===== src/rtl/requant_output_packer.sv =====
// Packs requantized result bytes little-endian into 32-bit words and streams them to the output SRAM.
// A packed word reaches mem_wr_en one cycle after it is pushed; in_ready drops while the word FIFO is full.

module sync_fifo #(
  parameter int WIDTH = 36,
  parameter int DEPTH = 4
) (
  input  logic             clk,
  input  logic             rst,
  input  logic             push,
  input  logic [WIDTH-1:0] push_dat,
  input  logic             pop,
  output logic [WIDTH-1:0] head_dat,
  output logic             full,
  output logic             empty,
  output logic             one_left
);
  localparam int AW = (DEPTH > 1) ? $clog2(DEPTH) : 1;

  logic [WIDTH-1:0] mem [DEPTH];
  logic [AW-1:0]    wr_ptr;
  logic [AW-1:0]    rd_ptr;
  logic [AW:0]      count;
  logic             push_ok;
  logic             pop_ok;

  always_comb begin
    push_ok  = push && !full;
    pop_ok   = pop && !empty;
    full     = (count == (AW + 1)'(DEPTH));
    empty    = (count == '0);
    one_left = (count == (AW + 1)'(1));
    head_dat = mem[rd_ptr];
  end

  always_ff @(posedge clk) begin
    if (push_ok) begin
      mem[wr_ptr] <= push_dat;
    end
  end

  always_ff @(posedge clk) begin
    if (rst) begin
      wr_ptr <= '0;
      rd_ptr <= '0;
      count  <= '0;
    end else begin
      if (push_ok) begin
        wr_ptr <= wr_ptr + 1'b1;
      end
      if (pop_ok) begin
        rd_ptr <= rd_ptr + 1'b1;
      end
      case ({push_ok, pop_ok})
        2'b10:   count <= count + 1'b1;
        2'b01:   count <= count - 1'b1;
        default: count <= count;
      endcase
    end
  end
endmodule

module requant_output_packer #(
  parameter int FIFO_DEPTH = 4,
  parameter int ADDR_W     = 16
) (
  input  logic              clk,
  input  logic              rst,
  input  logic              start,
  input  logic [ADDR_W-1:0] base_addr,
  input  logic [15:0]       num_bytes,
  input  logic              in_valid,
  input  logic [7:0]        in_data,
  output logic              in_ready,
  output logic              mem_wr_en,
  output logic [ADDR_W-1:0] mem_addr,
  output logic [31:0]       mem_wdata,
  output logic [3:0]        mem_wstrb,
  input  logic              mem_ready,
  output logic              busy,
  output logic              done
);
  localparam logic [1:0] S_IDLE  = 2'd0;
  localparam logic [1:0] S_RUN   = 2'd1;
  localparam logic [1:0] S_DRAIN = 2'd2;
  localparam logic [1:0] S_DONE  = 2'd3;

  logic [1:0]        state;
  logic [ADDR_W-1:0] base_q;
  logic [ADDR_W-1:0] words_written;
  logic [15:0]       len_q;
  logic [15:0]       bytes_accepted;
  logic [31:0]       pack_data;
  logic [3:0]        pack_strb;

  logic        accept;
  logic        push;
  logic        pop;
  logic        last_byte;
  logic [1:0]  lane;
  logic [31:0] word_next;
  logic [3:0]  strb_next;
  logic        fifo_full;
  logic        fifo_empty;
  logic        fifo_one_left;
  logic [35:0] fifo_head;

  always_comb begin
    in_ready  = (state == S_RUN) && !fifo_full && (bytes_accepted < len_q);
    accept    = in_valid && in_ready;
    lane      = bytes_accepted[1:0];
    last_byte = ((bytes_accepted + 16'd1) == len_q);
    word_next = pack_data;
    word_next[{lane, 3'b000} +: 8] = in_data;
    strb_next = pack_strb | (4'b0001 << lane);
    // A word leaves the pack register when lane 3 fills or the job's last byte arrives.
    push      = accept && ((lane == 2'd3) || last_byte);

    mem_wr_en = ((state == S_RUN) || (state == S_DRAIN)) && !fifo_empty;
    mem_wdata = mem_wr_en ? fifo_head[31:0] : 32'd0;
    mem_wstrb = mem_wr_en ? fifo_head[35:32] : 4'd0;
    mem_addr  = base_q + words_written;
    pop       = mem_wr_en && mem_ready;

    busy = (state != S_IDLE);
    done = (state == S_DONE);
  end

  sync_fifo #(
    .WIDTH(36),
    .DEPTH(FIFO_DEPTH)
  ) u_word_fifo (
    .clk      (clk),
    .rst      (rst),
    .push     (push),
    .push_dat ({strb_next, word_next}),
    .pop      (pop),
    .head_dat (fifo_head),
    .full     (fifo_full),
    .empty    (fifo_empty),
    .one_left (fifo_one_left)
  );

  always_ff @(posedge clk) begin
    if (rst) begin
      state          <= S_IDLE;
      base_q         <= '0;
      words_written  <= '0;
      len_q          <= '0;
      bytes_accepted <= '0;
      pack_data      <= '0;
      pack_strb      <= '0;
    end else begin
      if (pop) begin
        words_written <= words_written + 1'b1;
      end
      case (state)
        S_IDLE: begin
          if (start) begin
            base_q         <= base_addr;
            len_q          <= num_bytes;
            bytes_accepted <= '0;
            words_written  <= '0;
            pack_data      <= '0;
            pack_strb      <= '0;
            state          <= (num_bytes == 16'd0) ? S_DONE : S_RUN;
          end
        end
        S_RUN: begin
          if (accept) begin
            bytes_accepted <= bytes_accepted + 16'd1;
            if (push) begin
              pack_data <= '0;
              pack_strb <= '0;
            end else begin
              pack_data <= word_next;
              pack_strb <= strb_next;
            end
            if (push && last_byte) begin
              state <= S_DRAIN;
            end
          end
        end
        S_DRAIN: begin
          // The final push happened in RUN, so the last pop always lands here.
          if (pop && fifo_one_left) begin
            state <= S_DONE;
          end
        end
        default: begin
          state <= S_IDLE;
        end
      endcase
    end
  end
endmodule

===== config.mk =====
export PLATFORM = sky130hd
export DESIGN_NAME = requant_output_packer
export DESIGN_NICKNAME = d
export VERILOG_FILES = /design/src/rtl/requant_output_packer.sv
export SDC_FILE = /design/constraint.sdc
export NUM_CORES = 1
export LEC_CHECK = 0
export CORE_ASPECT_RATIO = 0.6
export CORE_MARGIN = 2
export CORE_UTILIZATION = 53
export DETAILED_ROUTE_END_ITERATION = 10
export PLACE_DENSITY = 0.79
export SLEW_MARGIN = 10
export SYNTH_ARGS = -nofsm -noshare
export SYNTH_HDL_FRONTEND = slang
export SYNTH_SLANG_ARGS = --single-unit

===== constraint.sdc =====
create_clock -name clk -period 3.8 [get_ports clk]
set_clock_uncertainty 0.2 [all_clocks]
set_input_delay 0.95 -clock clk [delete_from_list [all_inputs] [get_ports clk]]
set_output_delay 0.95 -clock clk [all_outputs]
set_load 0.01 [all_outputs]

# [Yosys cells after proc, flatten, opt, wreduce, memory -nomap -nowiden]
# Memory sizes are Yosys's and may differ from the RTL's. A register that Yosys moved wholly into a read port is not among the register bits.
# Index checks and enable logic that the tools add are counted.
[word_totals] inputBits=45 output_inout_bits=56 ramBits=144 mem_count=1 ff_bits=109
[classes] n_reduce_logical=23 n_addsub=8 order_cmp=1 eq_ne=13 shift=3 muxes=28 bitwise=1
[mem_list] name="u_word_fifo.mem" depth=4 word_bits=36 read_ports=1 rd_ports_with_merged_regs=1 write_ports=1 line="20" text="logic [WIDTH-1:0] mem [DEPTH];"
[op_table] operator="$mux 32" count=4
[op_table] operator="$mux 16" count=5
[op_table] operator="$pmux 32 s2" count=1
[op_table] operator="$add 16x1->16 const B" count=2
[op_table] operator="$bwmux 32" count=1
[op_table] operator="$pmux 16 s2" count=1
[op_table] operator="$shift 8x7->32 const A" count=1
[op_table] operator="$shiftx 8x7->32" count=1
[op_table] operator="$add 16x16->16" count=1
[op_table] operator="$eq 16x16->1" count=1
[op_table] operator="$logic_not 16->1" count=1
[op_table] operator="$lt 16x16->1" count=1
[op_table] operator="$mux 4" count=4
[op_table] operator="$mux 2" count=7
[op_table] operator="$logic_and 1x1->1" count=10
[op_table] operator="$eq 2x2->1 const B" count=4
[op_table] operator="$pmux 4 s2" count=1
[op_table] operator="$neg 5->7" count=1
[op_table] operator="$pmux 2 s3" count=1
[op_table] operator="$pmux 3 s2" count=1
[op_table] operator="$reduce_bool 2->1" count=3
[op_table] operator="$add 2x1->2 const B" count=2
[op_table] operator="$eq 2x1->1 const B" count=2
[op_table] operator="$ne 2x1->1 const B" count=2
[op_table] operator="15 further kinds" count=19

# [Logic depth before layout (Yosys ltp)]
[depth] ltp_word=10 depth_mapped=15

# [Hierarchy]
# A second synthesis with hierarchy kept.
[unflattened] cells_unflattened=1064 hier_area_um2=12055.3
[modules_own_cells] module="requant_output_packer" n_inst=1 seq_area_each_um2=2042.0 cells_per_inst=821 area_each_um2=6294.8
[modules_own_cells] module="sync_fifo" n_inst=1 seq_area_each_um2=4504.3 cells_per_inst=243 area_each_um2=5760.5

# [Worst setup path after synthesis]
# OpenSTA, ideal clock, no wires.
[synth_timing] path_kind="reg2reg" from="register bytes_accepted[0]" to="memory u_word_fifo.mem[0][0] (enable)" required_ns=3.203 path_slack_ns=-0.050 stages_incl_launch_ff=11 arrival_ns=3.253 cell_sequence="dfxtp_1 inv_1 ha_1 xor2_1 a211o_1 nor3_1 nand3_1 nor4_4 a31o_1 buf_6 and2_1"
[synth_via] elab_chain_cells=7
[synth_lines] item="from (decl)" line="92" text="logic [15:0] bytes_accepted;"
[synth_lines] item="from (signal assigned)" line="171" text="bytes_accepted <= bytes_accepted + 16'd1;"
[synth_lines] item="$add 16x1->16 / $lt 16x16->1 (equally long branches)" line="112, 109"
[synth_lines] item="$eq 16x16->1 / $logic_and 1x1->1 (equally long branches)" line="112, 109"
[synth_lines] item="$logic_or 1x1->1 / $logic_and 1x1->1 (equally long branches)" line="117, 110"
[synth_lines] item="$logic_and 1x1->1 *" line="117" text="push = accept && ((lane == 2'd3) || last_byte);"
[synth_lines] item="$logic_and 1x1->1 *" line="28" text="push_ok = push && !full;"
[synth_lines] item="$mux 1 *" line="37" text="if (push_ok) begin"
[synth_lines] item="$mux 1 (implied by the code) *" line="38" text="mem[wr_ptr] <= push_dat;"
[synth_lines] item="to (decl)" line="20"
# Every way passes the cells marked *; elsewhere a longest branch is shown, timed or not.

# [Final worst setup path]
[layout_timing] from="register base_q[0]" to="output port mem_addr[14]"
[layout_via] elab_chain_cells=1
[layout_lines] item="from (decl)" line="89" text="logic [ADDR_W-1:0] base_q;"
[layout_lines] item="from (signal assigned)" line="160" text="base_q <= base_addr;"
[layout_lines] item="$add 16x16->16" line="122" text="mem_addr = base_q + words_written;"
[layout_lines] item="to (decl)" line="76" text="output logic [ADDR_W-1:0] mem_addr,"
# Every way passes these cells.

==> flow_summary_export.csv <==
group,metric,value,unit
job,max_capacitance_violation_total,0,
routing,wl_per_cell,18.2,microns
routing,drtAntennaViolNets,0,
clock_network,cts.clk_slew.worst_paths,0.07,ns
placed_design,portBuffers,100,
power,worst_ir_drop_vdd,0.321,mV
routing,routed.top_layer,"met4",
timing,final_hold_slack,0.263,ns
power,p_per_area,467,mW/mm^2
yosys,synth-compound-area-share,11.1,%
critical_path,setup.worst_path.start_class,"register",
routing,drc,0,
placed_design,postPlaceCellArea,0.0137,sq mm
clock_network,ctsRootBufferMaster,"sky130_fd_sc_hd__clkbuf_16",
finish,flow.area_growth_from_synthesis,22.8,%
yosys,yosys.area_share.adder,5.67,%
timing,final_min_period_over_clock_period,105,%
finish,register_area,0.00656,sq mm
yosys,synth_warnings,0,
status,violations,"negative setup slack",
timing,totalNegativeSetupSlack,-0.423,ns
timing,final.min_clock_period,4.00,ns
timing,worst_slew_margin_rel,39.3,%
timing,timing.fmax,250,MHz
yosys,synth_simple_gate_area_share,14.0,%
yosys,largest_family_of_logic_cells_by_synthesized_area,"simple AND/OR/NAND/NOR gates",
global_route,global_route_wire_length_before_repair,44.0,mm
global_route,vias_in_the_first_global_route,8395,
floorplanning,starting_utilization_of_the_core_area,54.4,%
hold_path,min_path_type,"register to register",
clock_network,clock_insertion_delay_worst_skew,0.52,ns
placed_design,gp_congestion,0.878,
clock_network,ctsLongestPathBuffers,3,
finish,area_used_by_multi_input_combinational_logic,0.00516,sq mm
global_route,antenna_found_initial,1,
yosys,mux_contribution_to_synthesized_area,7.15,%
yosys,synthFlopType,"sky130_fd_sc_hd__edfxtp_1",
finish,num-nets-final,1304,
finish,share_of_cells_above_drive_strength_1,16.3,%
yosys,async_reset_ff_share,0,%
finish,mostFrequentLayoutCells,"sky130_fd_sc_hd__nand2_1 (153), sky130_fd_sc_hd__edfxtp_1 (144), sky130_fd_sc_hd__dfxtp_1 (103)",
routing,routed_metal_1_wirelength,13.6,mm
floorplanning,x_dimension_of_the_die,199,microns
yosys,syn_area_per_cell,11.3,sq um
timing,tightestPinTransition,0.901,ns
placed_design,place.detailed.instances,1480,
critical_path,crit_fanout,2,
finish,stdcell_count,1532,
yosys,synth.area.top_cells,"sky130_fd_sc_hd__edfxtp_1 (36%), sky130_fd_sc_hd__dfxtp_1 (18%), sky130_fd_sc_hd__mux4_2 (6.7%)",
finish,most_frequent_standard_cell_in_the_layout_excluding_fill_and_tap_cells,"sky130_fd_sc_hd__nand2_1",
clock_network,clock-sinks,255,
yosys,synth.yosys.seq_area_share,54.3,%
floorplanning,dieArea,0.0240,sq mm
clock_network,tritoncts_clock_tree,"done",
routing,drt_iter0_drc,747,
global_route,grt.overflow.total,0,
floorplanning,core_area,0.0222,sq mm
yosys,synthXorXnorAreaFrac,3.42,%
critical_path,setup.worst_path.end_class,"output port",
timing,grt_setup_unrepaired,"true",
global_route,pin_count_of_the_biggest_net_entering_global_routing,46,
critical_path,timing.critical_path.required,2.65,ns
yosys,net_count_synth,1166,
clock_network,cts_made_buffers,24,
finish,finalInstanceArea,0.0148,sq mm
routing,route.met2.wl,12.0,mm
routing,num_vias,8612,
timing,final_critical_path_setup_slack,-0.201,ns
yosys,netlist_instances,1067,
yosys,number_of_enable_type_register_cells_in_the_synthesized_netlist,144,
clock_network,cts-htree-levels,1,
yosys,synth-seq-cells,255,
floorplanning,num_io_pins,101,
yosys,synth.cell_area,0.0121,sq mm
power,total_leakage_power,5.30,nW
timing,timing.final.hold_violations,0,
critical_path,setup.worst_path.class,"register to output port",
routing,dr.pass1.iters,6,
routing,viasPerCell,5.62,
finish,fillCellCount,1660,
routing,wl_met3,1.98,mm
routing,drt_wl_total,28.0,mm
floorplanning,dieHeight,121,microns
timing,timing_max_transition_violations_final,0,
yosys,top_cell_type_s_share_of_synthesized_area,35.9,%
yosys,post_synth_num_cell_types,66,
clock_network,cts_hold_buffers,0,
timing,setup-violations-final,3,
floorplanning,placementRows,42,
yosys,yosys.area.top_type,"sky130_fd_sc_hd__edfxtp_1",
placed_design,place_hpwl,18.6,mm
status,run_status,"finished with violations",
critical_path,critical_path_arrival,2.85,ns
global_route,grt_use_total,23.5,%
## critical path, stage by stage (launching register included)
cell	delay [ns]
sky130_fd_sc_hd__dfxtp_2	0.35
sky130_fd_sc_hd__ha_4	0.14
sky130_fd_sc_hd__inv_2	0.04
sky130_fd_sc_hd__fa_2	0.34
sky130_fd_sc_hd__nor2b_1	0.13
sky130_fd_sc_hd__o21a_1	0.17
sky130_fd_sc_hd__o21ai_2	0.09
sky130_fd_sc_hd__a2111oi_2	0.29
sky130_fd_sc_hd__buf_4	0.17
sky130_fd_sc_hd__o31ai_2	0.08
sky130_fd_sc_hd__o21bai_1	0.13
sky130_fd_sc_hd__a21oi_1	0.09
sky130_fd_sc_hd__xnor2_1	0.15
sky130_fd_sc_hd__buf_2	0.15
## path summary, 6_finish.rpt
path                                        from                           endpoint  slack [ns]  cells after the start
setup / recovery          base_q[0]$_SDFFE_PP0P_                       mem_addr[14]       -0.20                     13
hold / removal         pack_strb[3]$_SDFFE_PP0P_          pack_strb[3]$_SDFFE_PP0P_        0.26                      1
setup reg to reg  bytes_accepted[1]$_SDFFE_PP0P_  u_word_fifo.count[2]$_SDFFE_PP0P_        0.30                     12
hold reg to reg        pack_strb[3]$_SDFFE_PP0P_          pack_strb[3]$_SDFFE_PP0P_        0.26                      1
## area by class of cell
type                    instances  area share, %
clock inverters                17           1.67
clock buffers                  27           4.34
diodes                          1         0.0169
inverters                      70           1.78
well taps                     308           2.60
flip-flops and latches        255           44.3
repair buffers                161           10.4
multi-input cells             693           34.9
## cells in the mapped netlist, drive strengths merged (3+ instances only)
| master | number |
|---|---|
| inv | 70 |
| or2 | 5 |
| nor2b | 4 |
| nand3 | 22 |
| o22ai | 3 |
| and3 | 11 |
| nor2 | 52 |
| a21o | 5 |
| nor4 | 6 |
| mux4 | 36 |
| nor3 | 15 |
| clkbuf | 32 |
| and4 | 3 |
| nand2 | 153 |
| xnor2 | 26 |
| a211oi | 7 |
| edfxtp | 144 |
| a22o | 35 |
| dfxtp | 111 |
| nand2b | 3 |
| buf | 17 |
| and2 | 45 |
| xor2 | 21 |
| o211ai | 3 |
| a21oi | 64 |
| o31ai | 13 |
| a31oi | 4 |
| o21a | 7 |
| or4 | 3 |
| mux2i | 4 |
| o21ai | 46 |
| or3 | 6 |
| ha | 53 |
| nand4 | 12 |
## where the power goes
| group | switching (W) | internal [W] |
|---|---|---|
| registers | 0.0000641 | 0.00298 |
| logic | 0.000742 | 0.000441 |
| clock network | 0.00105 | 0.00163 |
| total | 0.00185 | 0.00506 |
## repair_timing
action	in CTS	in global routing
setup endpoints to repair	11	47
resized for setup	62	17
setup buffers	5	3
pin swaps	14	12
## state kept, by name (all words and copies together), names as in the netlist, 3 cells and up, named ones only
name and cells:
base_q 16, bytes_accepted 16, len_q 16, pack_data 32, pack_strb 4, u_word_fifo.count 3, u_word_fifo.mem 144, words_written 16
## per-stage QoR
step | util, % | setup WS (ns) | power [W]
global placement | 61.8 | -0.260 | 0.00424
detailed placement | 61.8 | -0.306 | 0.00427
floorplan | - | 0.225 | 0.00383
finish | 66.8 | -0.201 | 0.00691
global route | 66.7 | -0.329 | 0.00718
CTS | 66.4 | -0.265 | 0.00692
## cells by family (layout without fill, tap and decap cells)
| family | Yosys count | count (layout) |
|---|---|---|
| AO/OA/AOI/OAI | 206 | 206 |
| XOR/XNOR | 47 | 47 |
| adder cells (fa/ha/maj) | 54 | 54 |
| buffers and inverters | 119 | 275 |
| flip-flops | 255 | 255 |
| multiplexers | 41 | 41 |
| other | 0 | 1 |
| AND/OR/NAND/NOR | 345 | 345 |
## metal layers
metal	global-route usage, %	vias to the layer above
met5	0	-
met4	4.85	0
met3	4.44	41
met2	35.0	301
met1	35.8	4144
li1	-	4126
(Power assumes the default switching activity.)
